**src/rtl/cpu_sequencer.sv**
```systemverilog
// rtl/cpu_sequencer.sv - multi-cycle instruction sequencer owning the PC and all datapath write enables
// Define CPU_SEQ_PERF_EN to add the cycle_count / retired_count performance counters.
module cpu_sequencer #(
  parameter logic [15:0] RESET_PC = 16'h0000,
  parameter int          MEM_WAIT = 0
) (
  input  logic        clk,
  input  logic        rst,
  input  logic        start,
  input  logic [2:0]  opcode,
  output logic [15:0] inst_address,
  output logic        ir_load,
  output logic [1:0]  alu_op,
  output logic        reg_write_en,
  output logic        reg_write_src,
  output logic        mem_read_en,
  output logic        mem_write_en,
  output logic        busy,
  output logic        halted,
`ifdef CPU_SEQ_PERF_EN
  output logic [31:0] cycle_count,
  output logic [31:0] retired_count,
`endif
  output logic [2:0]  state
);

  typedef enum logic [2:0] {
    S_IDLE      = 3'd0,
    S_FETCH     = 3'd1,
    S_DECODE    = 3'd2,
    S_EXECUTE   = 3'd3,
    S_MEMORY    = 3'd4,
    S_WRITEBACK = 3'd5,
    S_HALTED    = 3'd6
  } state_t;

  localparam logic [2:0] OP_NOP   = 3'b000;
  localparam logic [2:0] OP_ADD   = 3'b001;
  localparam logic [2:0] OP_SUB   = 3'b010;
  localparam logic [2:0] OP_AND   = 3'b011;
  localparam logic [2:0] OP_OR    = 3'b100;
  localparam logic [2:0] OP_LOAD  = 3'b101;
  localparam logic [2:0] OP_STORE = 3'b110;
  localparam logic [2:0] OP_HALT  = 3'b111;

  localparam logic [3:0] WAIT_INIT = 4'(MEM_WAIT);

  state_t      cur, nxt;
  logic [2:0]  op_q, op_d;
  logic [3:0]  wait_q, wait_d;
  logic [15:0] pc_d;
  logic        honoured;
  logic        retire;

  function automatic logic [1:0] alu_map(input logic [2:0] op);
    case (op)
      OP_SUB:  alu_map = 2'b01;
      OP_AND:  alu_map = 2'b10;
      OP_OR:   alu_map = 2'b11;
      default: alu_map = 2'b00;
    endcase
  endfunction

  always_comb begin
    nxt      = cur;
    op_d     = op_q;
    wait_d   = wait_q;
    pc_d     = inst_address;
    honoured = 1'b0;
    retire   = 1'b0;
    case (cur)
      S_IDLE, S_HALTED: begin
        if (start) begin
          nxt      = S_FETCH;
          pc_d     = RESET_PC;
          honoured = 1'b1;
        end
      end
      S_FETCH:  nxt = S_DECODE;
      S_DECODE: begin
        op_d = opcode;
        nxt  = S_EXECUTE;
      end
      S_EXECUTE: begin
        case (op_q)
          OP_ADD, OP_SUB, OP_AND, OP_OR: nxt = S_WRITEBACK;
          OP_LOAD, OP_STORE: begin
            nxt    = S_MEMORY;
            wait_d = WAIT_INIT;
          end
          OP_HALT: begin
            nxt    = S_HALTED;
            retire = 1'b1;
          end
          default: begin
            nxt    = S_FETCH;
            pc_d   = inst_address + 16'd1;
            retire = 1'b1;
          end
        endcase
      end
      S_MEMORY: begin
        if (wait_q != 4'd0) begin
          wait_d = wait_q - 4'd1;
        end else if (op_q == OP_STORE) begin
          nxt    = S_FETCH;
          pc_d   = inst_address + 16'd1;
          retire = 1'b1;
        end else begin
          nxt = S_WRITEBACK;
        end
      end
      S_WRITEBACK: begin
        nxt    = S_FETCH;
        pc_d   = inst_address + 16'd1;
        retire = 1'b1;
      end
      default: nxt = S_IDLE;
    endcase
  end

  // Outputs are registered from the next state so each strobe lines up exactly with its state.
  always_ff @(posedge clk or posedge rst) begin
    if (rst) begin
      cur           <= S_IDLE;
      op_q          <= OP_NOP;
      wait_q        <= 4'd0;
      inst_address  <= RESET_PC;
      ir_load       <= 1'b0;
      alu_op        <= 2'b00;
      reg_write_en  <= 1'b0;
      reg_write_src <= 1'b0;
      mem_read_en   <= 1'b0;
      mem_write_en  <= 1'b0;
      busy          <= 1'b0;
      halted        <= 1'b0;
    end else begin
      cur           <= nxt;
      op_q          <= op_d;
      wait_q        <= wait_d;
      inst_address  <= pc_d;
      ir_load       <= (nxt == S_FETCH);
      alu_op        <= alu_map(op_d);
      reg_write_en  <= (nxt == S_WRITEBACK);
      reg_write_src <= (nxt == S_WRITEBACK) && (op_d == OP_LOAD);
      mem_read_en   <= (nxt == S_MEMORY) && (op_d == OP_LOAD);
      mem_write_en  <= (nxt == S_MEMORY) && (op_d == OP_STORE) && (wait_d == 4'd0);
      busy          <= (nxt != S_IDLE) && (nxt != S_HALTED);
      halted        <= (nxt == S_HALTED);
    end
  end

  assign state = cur;

`ifdef CPU_SEQ_PERF_EN
  always_ff @(posedge clk or posedge rst) begin
    if (rst) begin
      cycle_count   <= 32'd0;
      retired_count <= 32'd0;
    end else if (honoured) begin
      cycle_count   <= 32'd0;
      retired_count <= 32'd0;
    end else begin
      if (busy) cycle_count <= cycle_count + 32'd1;
      if (retire) retired_count <= retired_count + 32'd1;
    end
  end
`endif

endmodule

```
**config.mk**
```make
export PLATFORM = sky130hd
export DESIGN_NAME = cpu_sequencer
export DESIGN_NICKNAME = d
export VERILOG_FILES = /design/src/rtl/cpu_sequencer.sv
export SDC_FILE = /design/constraint.sdc
export NUM_CORES = 1
export LEC_CHECK = 0
export CAP_MARGIN = 20
export CORE_UTILIZATION = 50
export DETAILED_ROUTE_END_ITERATION = 6
export GPL_TIMING_DRIVEN = 0
export PLACE_DENSITY_LB_ADDON = 0.1
export REMOVE_ABC_BUFFERS = 1
export SLEW_MARGIN = 40
export SYNTH_ARGS = -nofsm -noshare
export SYNTH_HDL_FRONTEND = slang
export SYNTH_SLANG_ARGS = --single-unit
```
**constraint.sdc**
```tcl
create_clock -name clk -period 2.7 [get_ports clk]
set_clock_uncertainty 0.1 [all_clocks]
set_input_delay 0.54 -clock clk [delete_from_list [all_inputs] [get_ports clk]]
set_output_delay 0.54 -clock clk [all_outputs]
set_load 0.03 [all_outputs]
```
### Word-level counts from Yosys, hierarchy flattened

Cells that the tools add are included.

| storage, ports and cells | value |
|---|---|
| flip-flop bits (word level) | 35 |
| output and inout port bits | 28 |
| input bits | 6 |

| operators by class | value |
|---|---|
| equal/unequal tests | 27 |
| reductions and logical operators | 15 |
| add/subtract/negate cells | 2 |
| mux-type cells | 15 |

Operator list:

| kind | number |
|---|---|
| 16-bit two-way mux | 4 |
| 16-bit case mux with 4 select lines | 1 |
| 3-bit == test, second input constant | 13 |
| 3-bit by 2-bit == test with 1-bit output, second input constant | 6 |
| 3-bit case mux with 6 select lines | 1 |
| 16-bit by 1-bit adder with 16-bit output, second input constant | 1 |
| 3-bit two-way mux | 4 |
| 3-bit by 1-bit == test with 1-bit output, second input constant | 3 |
| 3-bit case mux with 3 select lines | 1 |
| 4-bit two-way mux | 2 |
| 2-bit inequality test, second input constant | 4 |
| 4-bit case mux with 2 select lines | 1 |
| 4-bit nonzero test | 2 |
| 7-bit OR reduction | 1 |
| 2-bit case mux with 3 select lines | 1 |
| 1-bit logical AND | 5 |
| 5-bit AND reduction | 1 |
| 4-bit zero test | 1 |
| 2-bit OR reduction | 2 |
| 4-bit OR reduction | 1 |
| 4-bit by 1-bit subtractor with 4-bit output, second input constant | 1 |
| 3-bit zero test | 1 |
| 3-bit inequality test, second input constant | 1 |
| 3-bit nonzero test | 1 |

### Longest topological paths before layout

Gate-level depths: netlist of the first run.

| logic depth | value |
|---|---|
| word-level depth | 7 |
| depth in mapped cells | 9 |
| mapped depth without buffers | 7 |

### Worst setup path before layout of the first run

Ideal clock, no wire load.

| timing | value |
|---|---|
| path kind | register -> register |
| start point | reg wait_q[0] |
| end point | reg inst_address[15] |
| library setup time | 0.078 ns |
| period minus slack after synthesis | 2.397 ns |
| cell stages (with the launch flop) | 8 |
| required time | 2.522 ns |
| arrival time | 2.220 ns |
| slack | 0.303 ns |
| buffers on the path | 0 |
| path through | dfrtp_1 inv_1 ha_1 or3b_4 o31a_1 a211o_1 or4_1 a21oi_1 |

| between the ends | value |
|---|---|
| longest elaborated chain between the ends | 3 |

Ends and longest elaborated chain:

| item | line | source |
|---|---|---|
| start, declared | 50 | `logic [3:0] wait_q, wait_d;` |
| start signal, assigned | 140 | `wait_q <= wait_d;` |
| 4-bit nonzero test | 103 | `if (wait_q != 4'd0) begin` |
| 2-bit inequality test (no source line) | n/a |  |
| 5-bit AND reduction (no source line) | n/a |  |
| end signal, assigned | 141 | `inst_address <= pc_d;` |
| end, declared | 11 | `output logic [15:0] inst_address,` |

No other way between the ends.
A chain may end at the register's enable or synchronous reset.

### Final worst setup path of the first run

| timing | value |
|---|---|
| start point | reg wait_q[0] |
| end point | reg inst_address[13] |

Same word-level chain as after synthesis.

==> impl_metrics.yaml, run 1 <==
pwr:
  power_density_nw_per_um2: 940.0
  ir_drop_mv: 0.6113
  leakagePower_nw: 0.9444
routing:
  avgViaCountPerCell: 5.801
  wl_per_cell_um: 14.57
  ant_nets: 0
  num_vias: 1578
  first_iter_violations: 87
  drtPass1Iterations: 4
  route.detailed.drc: 0
  wirelength_mm: 3.963
global_routing:
  grt_pass1_vias: 1434
  antenna_found_initial: 0
  grt_max_degree: 36
  grt-ovfl-total: 0
  grt_usage: 0.2391
  grt_pass1_wl_mm: 6.596
cts:
  htreeDepth: 2
  cts.path.max_buffers: 2
  ctsRootBufferMaster: "clkbuf_4"
  ctsHoldBuffers: 0
  tritoncts: "built"
  path_clk_slew_ps: 100
  numClockSinks: 35
  clkLatencyLatePin_ps: 340
  cts_inserted_buffers: 5
synth:
  netlist_area_sq_um: 1787
  synth-seq-cells: 35
  yosysSeqAreaShare: 0.4902
  synth_top_cells_by_count: "dfrtp_1, inv_1, nand2_1"
  synth_top_area_share: 0.4902
  async_reset_ff_frac: 1.000
  synth_cells: 188
  avgSynthCellArea_sq_um: 9.504
  ys.flop_type: "dfrtp_1"
  synth_cell_types: 44
  synth-edff-count: 0
  synth_top_cell_by_area: "dfrtp_1"
  synth_area_leaders: "dfrtp_1, o31ai_1, a21oi_1, o21ai_1, inv_1"
  yosysWarnings: 0
  yosysMostFrequentCell: "dfrtp_1"
die:
  die_x_um: 61.78
  row_count: 21
  io_pins: 34
  fp.dieH_um: 61.78
  coreArea_sq_um: 3390
  initial_utilization: 0.5271
  dieArea_sq_um: 3817
worst_hold_path:
  hold_path_class: "reg -> reg"
  holdPathStages: 1
placement:
  place.gp.congestion: 0.7943
  hpwl_mm: 2.744
  placedInstanceArea_sq_um: 2143
  io_buffers: 33
run:
  drv_cap: 0
sta:
  setup_tns_ps: 0
  layout_min_cycle_time_ps: 2574
  slew_violations: 0
  slew_headroom: 0.6066
  rsz0062_at_grt: "no"
  fmax_mhz: 388.6
  hold_viol: 0
  worst_pin_slew_ps: 589.4
  fin_crit_sh: 0.9532
  finalSetupViolCount: 0
layout:
  fin_util: 0.6637
  area_delta_synth_final_pct: 25.91
  finalNetCount: 233
  num_antenna_cells: 0
  finalInstanceArea_sq_um: 2250
  multi_input_area_sq_um: 844.6
  layout.area.seq_sq_um: 875.8
  drive_above_1_share: 0.08850
  fill_cells: 285
critical_path:
  worstSetupPathType: "reg -> reg"
  crit_arrival_ps: 2730
  crit_chain: "inv_1 -> ha_2 -> or3b_4 -> o31a_1 -> a211o_4 -> or4_1 -> a21oi_1"
  critPathLaunchType: "register"
  slowest_delay_ps: 510
  required_ps: 2850
  ff2ff_path_depth: 7
  end_kind: "register"
  crit_fanout: 13
  slowest_stage: "or4_1"
status:
  status: "finished clean"
[power by group]
group / switching [mW] / total, mW / leakage [nW] / internal, mW
Clock: 0.167 / 0.321 / 0.0386 / 0.153
Sequential: 0.139 / 0.769 / 0.466 / 0.631
Combinational: 0.636 / 1.02 / 0.439 / 0.389
Total: 0.942 / 2.11 / 0.944 / 1.17
[worst max-delay path, delay by kind of cell (launching register included)]
kind	cells	cell delay (ps)
adders and majority gates	1	180
DFF	1	410
and+or+nand+nor	2	930
AOI/OAI and AO/OA	3	800
buffers and inverters	1	70
[path summary, 6_finish.rpt]
path | from | end | slack [ps]
max | wait_q[0] | inst_address[13] | 130
min | wait_q[0] | wait_q[0] | 420
max reg2reg | wait_q[0] | inst_address[13] | 130
min reg2reg | wait_q[0] | wait_q[0] | 420
max in group asynchronous | rst | ir_load | 1650
min in group asynchronous | rst | inst_address[3] | 460
[cells by family after synthesis]
kind of cell	count (synthesis)	share of synthesized area
AO/OA/AOI/OAI	52	0.1849
XOR/XNOR	1	0.004903
AND/OR/NAND/NOR	71	0.2227
flip-flops	35	0.4902
adder cells (fa/ha/maj)	2	0.01400
buffers and inverters	21	0.04901
multiplexers	6	0.03431
[area by class of cell]
class	instances	share of cell area
clock buffer	8	0.03059
sequential	35	0.3893
tap	46	0.02558
timing repair buffer	35	0.1535
multi-input combinational	133	0.3754
inverter	15	0.02558
[sequential cells by signal, indices dropped and copies added, names as in the netlist, 2 cells and up]
| register | flops |
|---|---|
| inst_address | 16 |
| alu_op | 2 |
| wait_q | 4 |
| op_q | 3 |
| state | 3 |
[metrics by stage]
stage               cells  hold WS (ps)  power [mW]  worst slack (ps)
detailed placement    261         413.2       1.748            -264.0
finish                272         425.0       2.115             126.4
CTS                   271         435.2       2.126             37.52
global placement      261         395.1       1.701            -158.6
global route          272         448.6       2.270             16.57
floorplan             182         372.8       1.410             105.7
[per-layer routing]
| layer | GRT usage | part of all wire |
|---|---|---|
| met3 | 0.04969 | 0.040 |
| met5 | 0 | 0 |
| met1 | 0.3072 | 0.44 |
| met2 | 0.3948 | 0.50 |
| met4 | 0.09841 | 0.017 |
[cell usage in the layout (no fill, tap or decap), drive strengths merged, types with 2 or more instances in the layout]
cell type and instances:
clkbuf 8, nor2 11, nor3 3, dfrtp 35, a211o 2, nand3 7
inv 14, o31ai 10, a21oi 11, a32o 2, nand4 3, buf 2
o21ai 19, and3 5, nor3b 2, o31a 2, clkdlybuf4s50 33, or4 7
mux2i 5, nor2b 6, nand2b 5, or3 3, ha 2, nand2 13
[timing repair]
item	CTS	global route
buffers inserted	1	1
cloned	1	0
pin swaps	2	1
resized for setup	2	1
setup endpoints to repair	7	5
No activity file was read; power rests on OpenSTA's default activity.
==> run 2, diff against run 1 <==
- CTS_CLUSTER_SIZE: default -> 16
- PLACE_DENSITY_LB_ADDON: 0.1 -> 0.25
==> impl_metrics.yaml, run 2 (synthesis gave the netlist of run 1 again) <==
status:
  status: "finished clean"
critical_path:
  worstSetupPathType: "reg -> reg"
  crit_fanout: 13
  end_kind: "register"
  required_ps: 2870
  critPathLaunchType: "register"
  crit_arrival_ps: 2760
layout:
  fill_cells: 260
  top_regs: "inst_address x16, wait_q x4"
  top_register: "inst_address"
  multi_input_area_sq_um: 842.1
  finalNetCount: 232
  final_cells: 271
  num_antenna_cells: 0
  largest_reg_flops: 16
  final_common_cell: "dfrtp_1"
  layout.area.seq_sq_um: 875.8
  drive_above_1_share: 0.08444
  area_delta_synth_final_pct: 26.33
  final_cell_mix: "dfrtp_1, clkdlybuf4s50_1, nand2_1, inv_1"
  finalInstanceArea_sq_um: 2257
die:
  die_x_um: 61.78
  coreArea_sq_um: 3390
  row_count: 21
  fp.dieH_um: 61.78
  io_pins: 34
  initial_utilization: 0.5271
  dieArea_sq_um: 3817
cts:
  clkLatencyLatePin_ps: 350
  cts_inserted_buffers: 5
  ctsHoldBuffers: 0
  ctsRootBufferMaster: "clkbuf_4"
  htreeDepth: 2
  tritoncts: "built"
  numClockSinks: 35
  cts.path.max_buffers: 2
  path_clk_slew_ps: 110
global_routing:
  grt_pass1_vias: 1452
  antenna_found_initial: 0
  grt_usage: 0.2343
  grt-ovfl-total: 0
  grt_pass1_wl_mm: 6.534
  grt_max_degree: 36
sta:
  hold_viol: 0
  finalSetupViolCount: 0
  slew_violations: 0
  layout_min_cycle_time_ps: 2589
  worst_pin_slew_ps: 609.8
  timing.hold.ws_ps: 437.9
  rsz0062_at_grt: "no"
  fin_crit_sh: 0.9589
  setup_tns_ps: 0
  slew_headroom: 0.5930
  fmax_mhz: 386.2
pwr:
  power.internal_mw: 1.234
  p_clk_frac: 0.184
  leakagePower_nw: 0.9496
  power_frac_seq: 0.348
  power_switching_mw: 0.9668
  swShare: 0.4392
  power_density_nw_per_um2: 975.2
  combPwrFrac: 0.468
  total_power_mw: 2.201
  ir_drop_mv: 0.7888
routing:
  drtPass1Iterations: 4
  first_iter_violations: 107
  ant_nets: 0
  wl_per_cell_um: 14.70
  wirelength_mm: 3.983
  route.detailed.drc: 0
  avgViaCountPerCell: 5.764
  num_vias: 1562
placement:
  io_buffers: 33
  place.gp.congestion: 0.7756
  placedInstanceArea_sq_um: 2143
  placed_cells: 261
  hpwl_mm: 2.742
run:
  drv_cap: 0
worst_hold_path:
  hold_path_class: "reg -> reg"
-- run 2: layer usage --
metal	GRT usage	part of all wire	vias to the layer above
met3	0.05590	0.044	5
met5	0	0	-
met1	0.2989	0.44	743
li1	-	-	763
met4	0.07619	0.012	0
met2	0.3932	0.50	51
-- run 2: stage by stage --
stage | util | worst slack (ps)
finish | 0.6659 | 110.9
global route | 0.6659 | 23.37
CTS | 0.6656 | 29.97
detailed placement | 0.6323 | -228.7
global placement | 0.6323 | -135.2
floorplan | - | 105.7
-- run 2: worst paths after layout --
path / startpoint / end / slack [ps] / cells past startpoint
max: wait_q[1] / inst_address[14] / 110 / 7
min: wait_q[1] / wait_q[1] / 440 / 2
max reg2reg: wait_q[1] / inst_address[14] / 110 / 7
min reg2reg: wait_q[1] / wait_q[1] / 440 / 2
max in group asynchronous: rst / op_q[1] / 1660 / 2
min in group asynchronous: rst / inst_address[8] / 450 / 2
-- run 2: area by class of cell --
type / instances / share of cell area
clock buffers: 6 / 0.02273
clock inverters: 2 / 0.01552
inverters: 15 / 0.02550
multi-input cells: 133 / 0.3731
flip-flops and latches: 35 / 0.3880
well taps: 46 / 0.02550
repair buffers: 34 / 0.1497
-- run 2: critical path, cell delays in order, from the launching register on --
cell and delay, ps:
dfrtp_1 420, inv_1 60, ha_1 170, or3b_4 420
o31a_1 320, a211o_4 350, or4_1 520, a21oi_1 170
-- run 2: power by group through the flow --
stage / clock [mW] / combinational, mW / sequential, mW
finish: 0.405 / 1.03 / 0.766
global route: 0.434 / 1.13 / 0.787
CTS: 0.410 / 1.03 / 0.763
detailed placement: 0 / 0.976 / 0.772
global placement: 0 / 0.937 / 0.762
floorplan: 0 / 0.506 / 0.904
-- run 2: repair_timing --
item | 4_1_cts | 5_1_grt
buffers inserted | 1 | 0
endpoints found under the setup margin | 5 | 4
pin swaps | 1 | 2
gates cloned | 1 | 0
hold endpoints to repair | 0 | 0
gates resized for setup | 2 | 0
==> run 3, diff against run 2 <==
- PLACE_DENSITY_LB_ADDON: 0.25 -> 0.1
==> results of run 3 <==
No change in the layout: final DEF, timing and power equal those of run 1.
